## src/rtl/arb2_pkg.sv

```systemverilog
// rtl/arb2_pkg.sv - shared types and constants for the two-requester mux arbiter
package arb2_pkg;

  typedef enum logic [1:0] {
    IDLE = 2'd0,
    G0   = 2'd1,
    G1   = 2'd2
  } state_t;

  localparam logic [1:0] GNT_NONE = 2'b00;
  localparam logic [1:0] GNT_0    = 2'b01;
  localparam logic [1:0] GNT_1    = 2'b10;

endpackage

```

## src/rtl/arb2_mux_ctrl_if.sv

```systemverilog
// rtl/arb2_mux_ctrl_if.sv - two input streams, one output stream, grant status
interface arb2_mux_ctrl_if #(
  parameter int DW = 8
);
  logic          s0_valid;
  logic [DW-1:0] s0_data;
  logic          s0_last;
  logic          s0_ready;
  logic          s1_valid;
  logic [DW-1:0] s1_data;
  logic          s1_last;
  logic          s1_ready;
  logic          m_valid;
  logic [DW-1:0] m_data;
  logic          m_last;
  logic          m_ready;
  logic [1:0]    grant;
  logic          busy;

  modport master (
    input  s0_valid, s0_data, s0_last, s1_valid, s1_data, s1_last, m_ready,
    output s0_ready, s1_ready, m_valid, m_data, m_last, grant, busy
  );

  modport slave (
    output s0_valid, s0_data, s0_last, s1_valid, s1_data, s1_last, m_ready,
    input  s0_ready, s1_ready, m_valid, m_data, m_last, grant, busy
  );
endinterface

```

## src/rtl/mux2_dw.sv

```systemverilog
// rtl/mux2_dw.sv - DW-wide dataflow 2:1 mux
module mux2_dw #(
  parameter int DW = 8
) (
  input  logic          s,
  input  logic [DW-1:0] a,
  input  logic [DW-1:0] b,
  output logic [DW-1:0] y
);

  assign y = s ? b : a;

endmodule

```

## src/rtl/arb2_mux_ctrl.sv

```systemverilog
// rtl/arb2_mux_ctrl.sv - packet-granular round-robin arbiter driving a registered 2:1 stream mux
module arb2_mux_ctrl
  import arb2_pkg::*;
#(
  parameter int DW = 8
) (
  input  logic           clk,
  input  logic           rst_n,
  arb2_mux_ctrl_if.master bus
);

  state_t        state;
  logic          prio;
  logic          m_valid_q;
  logic [DW-1:0] m_data_q;
  logic          m_last_q;

  logic          sel;
  logic          ofree;
  logic          s0_rdy;
  logic          s1_rdy;
  logic          sel_valid;
  logic          sel_ready;
  logic          other_valid;
  logic          acc;
  logic [DW-1:0] sel_data;
  logic [0:0]    sel_last;

  assign sel   = (state == G1);
  assign ofree = !m_valid_q | bus.m_ready;

  // Ready depends combinationally on the output register so a stall blocks
  // the owner in the same cycle.
  assign s0_rdy = (state == G0) & ofree;
  assign s1_rdy = (state == G1) & ofree;
  assign bus.s0_ready = s0_rdy;
  assign bus.s1_ready = s1_rdy;

  mux2_dw #(.DW(DW)) u_data_mux (
    .s (sel),
    .a (bus.s0_data),
    .b (bus.s1_data),
    .y (sel_data)
  );

  mux2_dw #(.DW(1)) u_last_mux (
    .s (sel),
    .a (bus.s0_last),
    .b (bus.s1_last),
    .y (sel_last)
  );

  assign sel_valid   = sel ? bus.s1_valid : bus.s0_valid;
  assign sel_ready   = sel ? s1_rdy : s0_rdy;
  assign other_valid = sel ? bus.s0_valid : bus.s1_valid;
  assign acc         = sel_valid & sel_ready;

  always_ff @(posedge clk or negedge rst_n) begin
    if (!rst_n) begin
      state     <= IDLE;
      prio      <= 1'b0;
      m_valid_q <= 1'b0;
      m_data_q  <= '0;
      m_last_q  <= 1'b0;
    end else begin
      if (ofree) begin
        m_valid_q <= acc;
        m_data_q  <= sel_data;
        m_last_q  <= sel_last[0];
      end
      case (state)
        IDLE: begin
          if (bus.s0_valid && bus.s1_valid) state <= prio ? G1 : G0;
          else if (bus.s0_valid)            state <= G0;
          else if (bus.s1_valid)            state <= G1;
        end
        G0, G1: begin
          // Ownership only changes on the accepted last beat of a packet.
          if (acc && sel_last[0]) begin
            prio <= ~sel;
            if (other_valid)    state <= sel ? G0 : G1;
            else if (sel_valid) state <= state;
            else                state <= IDLE;
          end
        end
        default: state <= IDLE;
      endcase
    end
  end

  always_comb begin
    bus.grant = GNT_NONE;
    case (state)
      G0:      bus.grant = GNT_0;
      G1:      bus.grant = GNT_1;
      default: bus.grant = GNT_NONE;
    endcase
  end

  assign bus.busy    = (state != IDLE);
  assign bus.m_valid = m_valid_q;
  assign bus.m_data  = m_data_q;
  assign bus.m_last  = m_last_q;

endmodule

```

## src/flat_wrapper.sv

```systemverilog
// flat-port wrapper written by rule: the top's interface ports become plain ports
module arb2_mux_ctrl_flat import arb2_pkg::*;
#(
  parameter int DW = 8
)
  (clk, rst_n, bus_s0_valid, bus_s0_data, bus_s0_last, bus_s1_valid, bus_s1_data, bus_s1_last, bus_m_ready, bus_s0_ready, bus_s1_ready, bus_m_valid, bus_m_data, bus_m_last, bus_grant, bus_busy);
  arb2_mux_ctrl_if #(.DW(DW)) bus_i ();
  input  logic clk;
  input  logic rst_n;
  input wire logic [$bits(bus_i.s0_valid)-1:0] bus_s0_valid;
  input wire logic [$bits(bus_i.s0_data)-1:0] bus_s0_data;
  input wire logic [$bits(bus_i.s0_last)-1:0] bus_s0_last;
  input wire logic [$bits(bus_i.s1_valid)-1:0] bus_s1_valid;
  input wire logic [$bits(bus_i.s1_data)-1:0] bus_s1_data;
  input wire logic [$bits(bus_i.s1_last)-1:0] bus_s1_last;
  input wire logic [$bits(bus_i.m_ready)-1:0] bus_m_ready;
  output wire logic [$bits(bus_i.s0_ready)-1:0] bus_s0_ready;
  output wire logic [$bits(bus_i.s1_ready)-1:0] bus_s1_ready;
  output wire logic [$bits(bus_i.m_valid)-1:0] bus_m_valid;
  output wire logic [$bits(bus_i.m_data)-1:0] bus_m_data;
  output wire logic [$bits(bus_i.m_last)-1:0] bus_m_last;
  output wire logic [$bits(bus_i.grant)-1:0] bus_grant;
  output wire logic [$bits(bus_i.busy)-1:0] bus_busy;
  assign bus_i.s0_valid = bus_s0_valid;
  assign bus_i.s0_data = bus_s0_data;
  assign bus_i.s0_last = bus_s0_last;
  assign bus_i.s1_valid = bus_s1_valid;
  assign bus_i.s1_data = bus_s1_data;
  assign bus_i.s1_last = bus_s1_last;
  assign bus_i.m_ready = bus_m_ready;
  assign bus_s0_ready = bus_i.s0_ready;
  assign bus_s1_ready = bus_i.s1_ready;
  assign bus_m_valid = bus_i.m_valid;
  assign bus_m_data = bus_i.m_data;
  assign bus_m_last = bus_i.m_last;
  assign bus_grant = bus_i.grant;
  assign bus_busy = bus_i.busy;
  arb2_mux_ctrl #(.DW(DW)) u_core (.clk(clk), .rst_n(rst_n), .bus(bus_i));
endmodule
```

## config.mk

```make
export PLATFORM = sky130hd
export DESIGN_NAME = arb2_mux_ctrl_flat
export DESIGN_NICKNAME = d
export VERILOG_FILES = /design/src/rtl/arb2_pkg.sv /design/src/rtl/arb2_mux_ctrl_if.sv /design/src/rtl/mux2_dw.sv /design/src/rtl/arb2_mux_ctrl.sv /design/src/flat_wrapper.sv
export SDC_FILE = /design/constraint.sdc
export NUM_CORES = 1
export LEC_CHECK = 0
export BUFFER_PORTS_ARGS = -buffer_cell sky130_fd_sc_hd__buf_2
export CORE_MARGIN = 3
export CORE_UTILIZATION = 40
export DETAILED_ROUTE_END_ITERATION = 8
export PLACE_DENSITY = 0.71
export SYNTH_ARGS = -nofsm -noshare
export SYNTH_HDL_FRONTEND = slang
export SYNTH_SLANG_ARGS = --single-unit
```

## constraint.sdc

```tcl
create_clock -name clk -period 2.15 [get_ports clk]
set_clock_uncertainty 0.05 [all_clocks]
set_input_delay 0.43 -clock clk [delete_from_list [all_inputs] [get_ports clk]]
set_output_delay 0.43 -clock clk [all_outputs]
set_load 0.05 [all_outputs]
```

Word-level counts from Yosys, hierarchy flattened
Index checks and enable logic that the tools add are counted.
- bits in registers: 13
- logic and storage cells: 38
- output and inout bits: 15
- equality and inequality tests: 5
- reductions and logical operators: 8
- multiplexer cells: 15
- bitwise gates (word level): 5
- operator list (operator ; number):
    $mux W2 ; 8
    $mux W8 ; 1
    $pmux W2 S2 ; 2
    $mux W1 ; 4
    $ne A4 B3 Y1 const B ; 1
    $and A1 B1 Y1 ; 3
    $ne A3 B3 Y1 const B ; 1
    $reduce_and A3 Y1 ; 1
    $eq A2 B1 Y1 const B ; 1
    $eq A2 B2 Y1 const B ; 1
    $logic_and A1 B1 Y1 ; 2
    $logic_not A2 Y1 ; 1
    $ne A2 B1 Y1 const B ; 1
    $reduce_and A2 Y1 ; 1
    $reduce_bool A2 Y1 ; 1
    $reduce_or A2 Y1 ; 1
    $logic_not A1 Y1 ; 1
    $not A1 Y1 ; 1
    $or A1 B1 Y1 ; 1

Depth between registers and ports, before layout
Gate-level depths: netlist (run 1).
- depth after elaboration: 8
- depth in mapped cells: 7
- mapped depth without buffers: 6

Cells and area by module
A second synthesis (run 1) with hierarchy kept.
- cells, all modules: 66
- area, all modules: 837.1 um2
- by module, submodules not included (module ; area each (um2) ; cells each ; instances):
    arb2_mux_ctrl ; 690.7 ; 56 ; 1
    mux2_dw (u_core.u_data_mux) ; 131.4 ; 9 ; 1
    mux2_dw (u_core.u_last_mux) ; 15.0 ; 1 ; 1

Worst setup path before layout (run 1)
OpenSTA, ideal clock, no wires.
- kind: flip-flop to output port
- start: register u_core.state[0]
- end: output bus_s1_ready
- path buffers: 2
- arrival: 1891 ps
- stages on the path, launching flop included: 6
- setup slack: -221 ps
- cells stage by stage: dfrtp_1 inv_1 ha_1 buf_4 buf_2 and2_1
- cells in the longest elaborated chain, start to end: 2
- ends and longest elaborated chain (element ; line ; RTL):
    start, declared ; arb2_mux_ctrl.sv:12 ; state_t state;
    start signal, assigned ; arb2_mux_ctrl.sv:73 ; if (bus.s0_valid && bus.s1_valid) state <= prio ? G1 : G0;
    start signal, assigned ; arb2_mux_ctrl.sv:81 ; if (other_valid) state <= sel ? G0 : G1;
    start signal, assigned ; arb2_mux_ctrl.sv:82 ; else if (sel_valid) state <= state;
    $eq A2 B2 Y1 ; arb2_mux_ctrl.sv:35 ; assign s1_rdy = (state == G1) & ofree;
    $and A1 B1 Y1 ; arb2_mux_ctrl.sv:35 ;
    end, declared ; flat_wrapper.sv:18 ; output wire logic [$bits(bus_i.s1_ready)-1:0] bus_s1_ready;
Every way passes these cells.

Worst setup path in the final report (run 1)
Ends and elaborated chain as after synthesis.

==> flow_summary.ini, run 1 <==
[outcome]
status = finished clean

[clocking]
cts_tree = built
clock_latency_ns = 0.27
clockBufferDepth = 2
h-tree-depth = 1
clock_sinks = 13
cts_made_buffers = 3
clk_pin_slew_ns = 0.07
cts_root_buf = clkbuf_4
post_cts_buffers = 0

[route]
vias = 665
wl_um = 1687
wl_per_cell_um = 11.96
final_antenna_net_count = 0
post-route-drc-count = 0
drtIter0Drc = 2
viasPerCell = 4.716
drt_first_pass_iters = 2

[final_layout]
regArea_um2 = 325.3
multi_input_area_um2 = 407.9
n_fill_cell = 181
antenna_cells = 0
final_nets = 145
final_cell_mix = buf_2, mux2i_1, dfrtp_1, nand2_1, o21ai_0
layout_commonest_cell = buf_2
syn_to_final_growth_pct = 34.27
fin_area_um2 = 1020
drive_above_1_share = 0.4138

[timing]
fin_ws_ns = 0.1848
fmax_ghz = 0.5089
rsz0062_at_grt = no
worstMarginPinSlew_ns = 0.3053
setup_tns_ns = 0
slew_headroom = 0.7948
period_share = 0.9140
slew_violations = 0
hold_viol_final = 0
hold_slack_ns = 0.4024
period_needed_ns = 1.965
final-setup-viol-count = 0

[yosys]
syn_avg_cell_area_um2 = 9.993
synth_top_area_share = 0.4283
synth.area.top_cells = dfrtp_1, mux2i_1, ha_1
synth_seq_cells = 13
syn_inst = 76
synth_area_leader_cell = dfrtp_1
syn_area_um2 = 759.5
syn_nets = 104
ys_seq_area_frac = 0.4283
synth_cell_types = 22
ys_warn_count = 0

[setup_path]
worstSetupStartpointType = register
r2r-start = u_core.state[0]
worstPathRequired_ns = 1.67
worstPathMaxFanout = 10
cp_cell_sequence = inv_1 -> ha_4 -> and2_2 -> buf_2
max_stage_delay_ns = 0.40
critPathBufInv = 2
cp_slowest_cell = dfrtp_1
crit_family = buffers and inverters
arrival_ns = 1.49
end_kind = primary output
rr_endpoint = u_core.state[1]
ff2ff_path_depth = 6
r2r_slack_ns = 0.30
crit_type = reg -> out

[place]
place_ws_ns = 0.2197
dpl-instance-area_um2 = 973.4
gp_congestion = 0.7256
hpwl_um = 1372
port_buffers = 37

[grt]
grt_pass1_vias = 636
grt_max_degree = 17
grt.overflow.total = 0
grt_pass1_wl_um = 2732
antenna_found_initial = 0
grt.total_usage = 0.1442

[power_and_ir_drop]
power_density_nw_per_um2 = 1725
leakage_nw = 0.5284
finalPower_mw = 1.760
vdd_drop_max_uv = 823.8

[floorplanning]
core.rowCount = 15
fp.coreArea_um2 = 1764
die_h_um = 49.58
pin_count = 38
initial_core_util = 0.4305
dieWidth_um = 49.58
dieArea_um2 = 2458

[worst_hold_path]
hold_depth = 3
hp-start = bus_s0_data[2]
hold_class = in -> reg
min_to = u_core.bus.m_data[2]

[job]
drv_cap = 0
-- how the worst max path moves through the flow --
stage	start	to	slack [ns]	depth (start not counted)
global placement	u_core.state[0]	u_core.state[1]	0.29	6
global route	u_core.state[0]	bus_s1_ready	0.10	4
floorplan	u_core.state[0]	bus_s1_ready	0.06	5
finish	u_core.state[0]	bus_s1_ready	0.18	4
detailed placement	u_core.state[0]	u_core.state[1]	0.22	6
CTS	u_core.state[0]	bus_s1_ready	0.09	4
-- worst register-to-register path: stages, from the launching register on --
cell     delay (ns)
dfrtp_1        0.40
inv_1          0.17
ha_4           0.24
mux2i_1        0.13
nor4_2         0.35
o21ai_2        0.11
mux2_4         0.30
-- what timing repair did --
item | CTS | global route
endpoints found under the setup margin | 0 | 1
gates resized for setup | 0 | 1
hold buffers | 1 | 0
endpoints found under the hold margin | 13 | 0
-- per-layer routing --
metal,GRT usage,vias to the layer above,wire (um)
met2,0.2555,15,955
met5,0,-,0
met3,0.04834,0,66
li1,-,336,-
met1,0.1683,314,665
met4,0.02765,0,0
-- report_power, final --
part           switching, mW  total (mW)  internal [mW]
sequential            0.0749       0.433          0.358
combinational          0.800        1.18          0.376
clock                 0.0786       0.150         0.0718
-- layout make-up --
type,instances,area share
inverter,5,0.01840
timing repair buffer,40,0.2061
clock buffer,4,0.02577
tap,25,0.03067
multi-input combinational,54,0.4000
sequential,13,0.3190
-- synthesized netlist by cell type --
library cell,instances
a22oi_1,1
a21o_1,1
ha_1,5
buf_4,1
nand3b_1,1
mux2i_1,13
clkbuf_2,1
o21ai_2,1
clkbuf_1,1
or3b_2,1
inv_1,5
nor2_1,3
nor4_2,1
nand2b_1,1
dfrtp_1,13
mux2_4,1
nand2_1,10
o21ai_0,9
nor2b_1,1
and2_1,2
buf_2,1
a21oi_1,3
-- state kept, by name, summed over array words and instances (netlist names) --
signal,flops
u_core.bus.m_data,8
u_core.prio,1
u_core.bus.m_valid,1
u_core.bus.m_last,1
u_core.state,2
-- cells by family (layout without fill, tap and decap cells) --
family | Yosys count | after routing | synth area share
AOI/OAI and AO/OA | 15 | 15 | 0.1104
adders and majority gates | 5 | 5 | 0.08237
muxes | 14 | 14 | 0.1911
buffers and inverters | 9 | 49 | 0.05271
and+or+nand+nor | 20 | 20 | 0.1351
DFF | 13 | 13 | 0.4283
-- per-stage QoR --
stage | util | std cells
floorplan | - | 76
global placement | 0.5518 | 136
detailed placement | 0.5518 | 136
CTS | 0.5723 | 141
global route | 0.5780 | 141
finish | 0.5780 | 141
Power figures use the tool's default switching activity.
==> inputs of run 2 (changes only) <==
- PLACE_DENSITY: 0.71 -> 0.7
- SYNTH_HIERARCHICAL: not set -> 1
==> run 2 against run 1 <==
  * Critical path depth up 2
  * First-iteration DRC count rose to 2.5 times the previous value
  * Via count down 4.7%
  * Area after synthesis up 10%
  * Die area up 8.9%
  * Cell count down 7.1%
  * Critical endpoint is now u_core/state[1]
  * Register-to-register slack worse by 0.19 ns
  * Clock power about the same
  * Flip-flop and latch count unchanged
  * Synthesized cell count down 13%
  * Combinational power up 6%
  * Worst hold slack better by 0.050 ns
==> flow_summary.ini, run 2 <==
[yosys]
synth-async-reset-ratio = 1.000
synth_top_area_share = 0.3886
synth.area.top_cells = dfrtp_1, mux2_4, mux2_2
synth_edf_count = 0
syn_nets = 94
synth_area_leader_cell = dfrtp_1
ys_seq_area_frac = 0.3886
synth_seq_cells = 13
yosys_most_used_dff = dfrtp_1
syn_inst = 66
synth_cell_types = 23
ys_warn_count = 6
syn_avg_cell_area_um2 = 12.68
ys_top_cells_by_count = dfrtp_1, mux2_4, mux2_2, ha_1
syn_area_um2 = 837.1
synth.most_common_cell = dfrtp_1

[setup_path]
end_kind = register
rr_endpoint = u_core/state[1]
ff2ff_path_depth = 6
worstPathRequired_ns = 2.26
crit_path_start = u_core/state[0]
arrival_ns = 2.15
worstPathMaxFanout = 4
crit_type = reg -> reg
r2r-start = u_core/state[0]
crit_end = u_core/state[1]
r2r_slack_ns = 0.11
worstSetupStartpointType = register

[clocking]
clock_latency_ns = 0.27
clk_pin_slew_ns = 0.08
cts_tree = built
cts_root_buf = clkbuf_4
h-tree-depth = 1
clock_sinks = 13
clockBufferDepth = 2
cts_made_buffers = 3

[floorplanning]
dieWidth_um = 51.75
core.rowCount = 15
fp.coreArea_um2 = 1839
pin_count = 38
dieArea_um2 = 2678
initial_core_util = 0.4551
die_h_um = 51.75

[place]
dpl-instance-area_um2 = 1054
hpwl_um = 1363
port_buffers = 37
gp_congestion = 0.7724

[grt]
use_met2 = 0.2352
grt_pass1_vias = 651
antenna_found_initial = 0
use_met3 = 0.05158
busiest_layer = met2
grt.overflow.total = 0
grt_max_degree = 15
grt_pass1_wl_um = 2780
grt_use_met1 = 0.1682
grt.total_usage = 0.1405

[final_layout]
drive_above_1_share = 0.6321
syn_to_final_growth_pct = 31.24
n_fill_cell = 176
fin_util = 0.5973
layout_commonest_cell = buf_2
fin_area_um2 = 1099
final_cell_mix = buf_2, dfrtp_1, mux2_4, mux2_2
largest_reg_flops = 8
antenna_cells = 0
final_nets = 135

[timing]
final-setup-viol-count = 0
period_share = 0.9499
setup_tns_ns = 0
slew_headroom = 0.7613
worstMarginPinSlew_ns = 0.3573
period_needed_ns = 2.042
hold_viol_final = 0
slew_violations = 0
rsz0062_at_grt = no
fmax_ghz = 0.4896

[route]
wl_per_cell_um = 13.24
drt_first_pass_iters = 4
drtIter0Drc = 5
final_antenna_net_count = 0
post-route-drc-count = 0
viasPerCell = 4.840
vias = 634
wl_um = 1735

[power_and_ir_drop]
vdd_drop_max_uv = 991.7
leakage_nw = 0.5585
power_density_nw_per_um2 = 1648

[job]
drv_cap = 0

[worst_hold_path]
hp-start = u_core/bus.m_data[4]
hold_depth = 1
hold_class = reg -> reg

[outcome]
status = finished clean
-- run 2: cell count changes after synthesis, moves of 7 or more --
cell / previous run / this run
mux2i_1: 13 / 2
nand2_1: 10 / 3
mux2_2: 0 / 9
o21ai_0: 9 / 1
mux2_4: 1 / 10
-- run 2: cell families after synthesis --
kind of cell,share of synthesized area
AOI/OAI and AO/OA,0.06577
adders and majority gates,0.07474
buffers and inverters,0.04036
DFF,0.3886
muxes,0.3244
and+or+nand+nor,0.1061
-- run 2: metal layers --
| layer | share of wire | vias up |
|---|---|---|
| met2 | 0.54 | 22 |
| li1 | - | 309 |
| met1 | 0.39 | 301 |
| met3 | 0.059 | 2 |
| met4 | 0.0092 | 0 |
| met5 | 0 | - |
-- run 2: how the worst min path moves through the flow --
| stage | to | slack, ns |
|---|---|---|
| after floorplan | u_core/bus.m_data[0] | 0.08 |
| after global placement | u_core/bus.m_valid | 0.29 |
| after detailed placement | u_core/bus.m_data[1] | 0.28 |
| after CTS | u_core/bus.m_data[5] | 0.45 |
| after global routing | u_core/bus.m_data[5] | 0.44 |
| final | u_core/bus.m_data[4] | 0.45 |
-- run 2: where the power goes --
part / total, mW / internal [mW] / switching, mW
clock: 0.150 / 0.0718 / 0.0779
combinational: 1.25 / 0.490 / 0.758
sequential: 0.413 / 0.350 / 0.0631
-- run 2: area by class of cell --
type                       count  area (um2)  share of cell area
multi-input combinational     47       483.0              0.4396
sequential                    13       325.3              0.2961
timing repair buffer          39       221.5              0.2016
tap                           25       31.28             0.02847
clock buffer                   4       26.28             0.02392
inverter                       3       11.26             0.01025
-- run 2: critical path, cell delays in order (launching register included) --
cell and delay (ns):
dfrtp_1 0.39, inv_1 0.10, ha_1 0.24, mux2i_1 0.13, or3_4 0.34, a211o_2 0.37
mux2_4 0.30
-- run 2: timing repair --
action                                  4_1_cts  5_1_grt
buffers inserted                              0        0
endpoints found under the hold margin        13        0
hold buffers                                  1        0
gates resized for setup                       0        5
endpoints found under the setup margin        0        2
-- run 2: metrics by stage --
stage	cells	setup slack, ns	hold slack, ns	power [mW]
final	131	0.1077	0.4523	1.811
after global routing	131	0.01171	0.4415	1.933
after CTS	131	0.03915	0.4479	1.809
after detailed placement	126	0.1154	0.2835	1.654
after global placement	126	0.1580	0.2856	1.641
after floorplan	66	-0.02674	0.08441	1.416
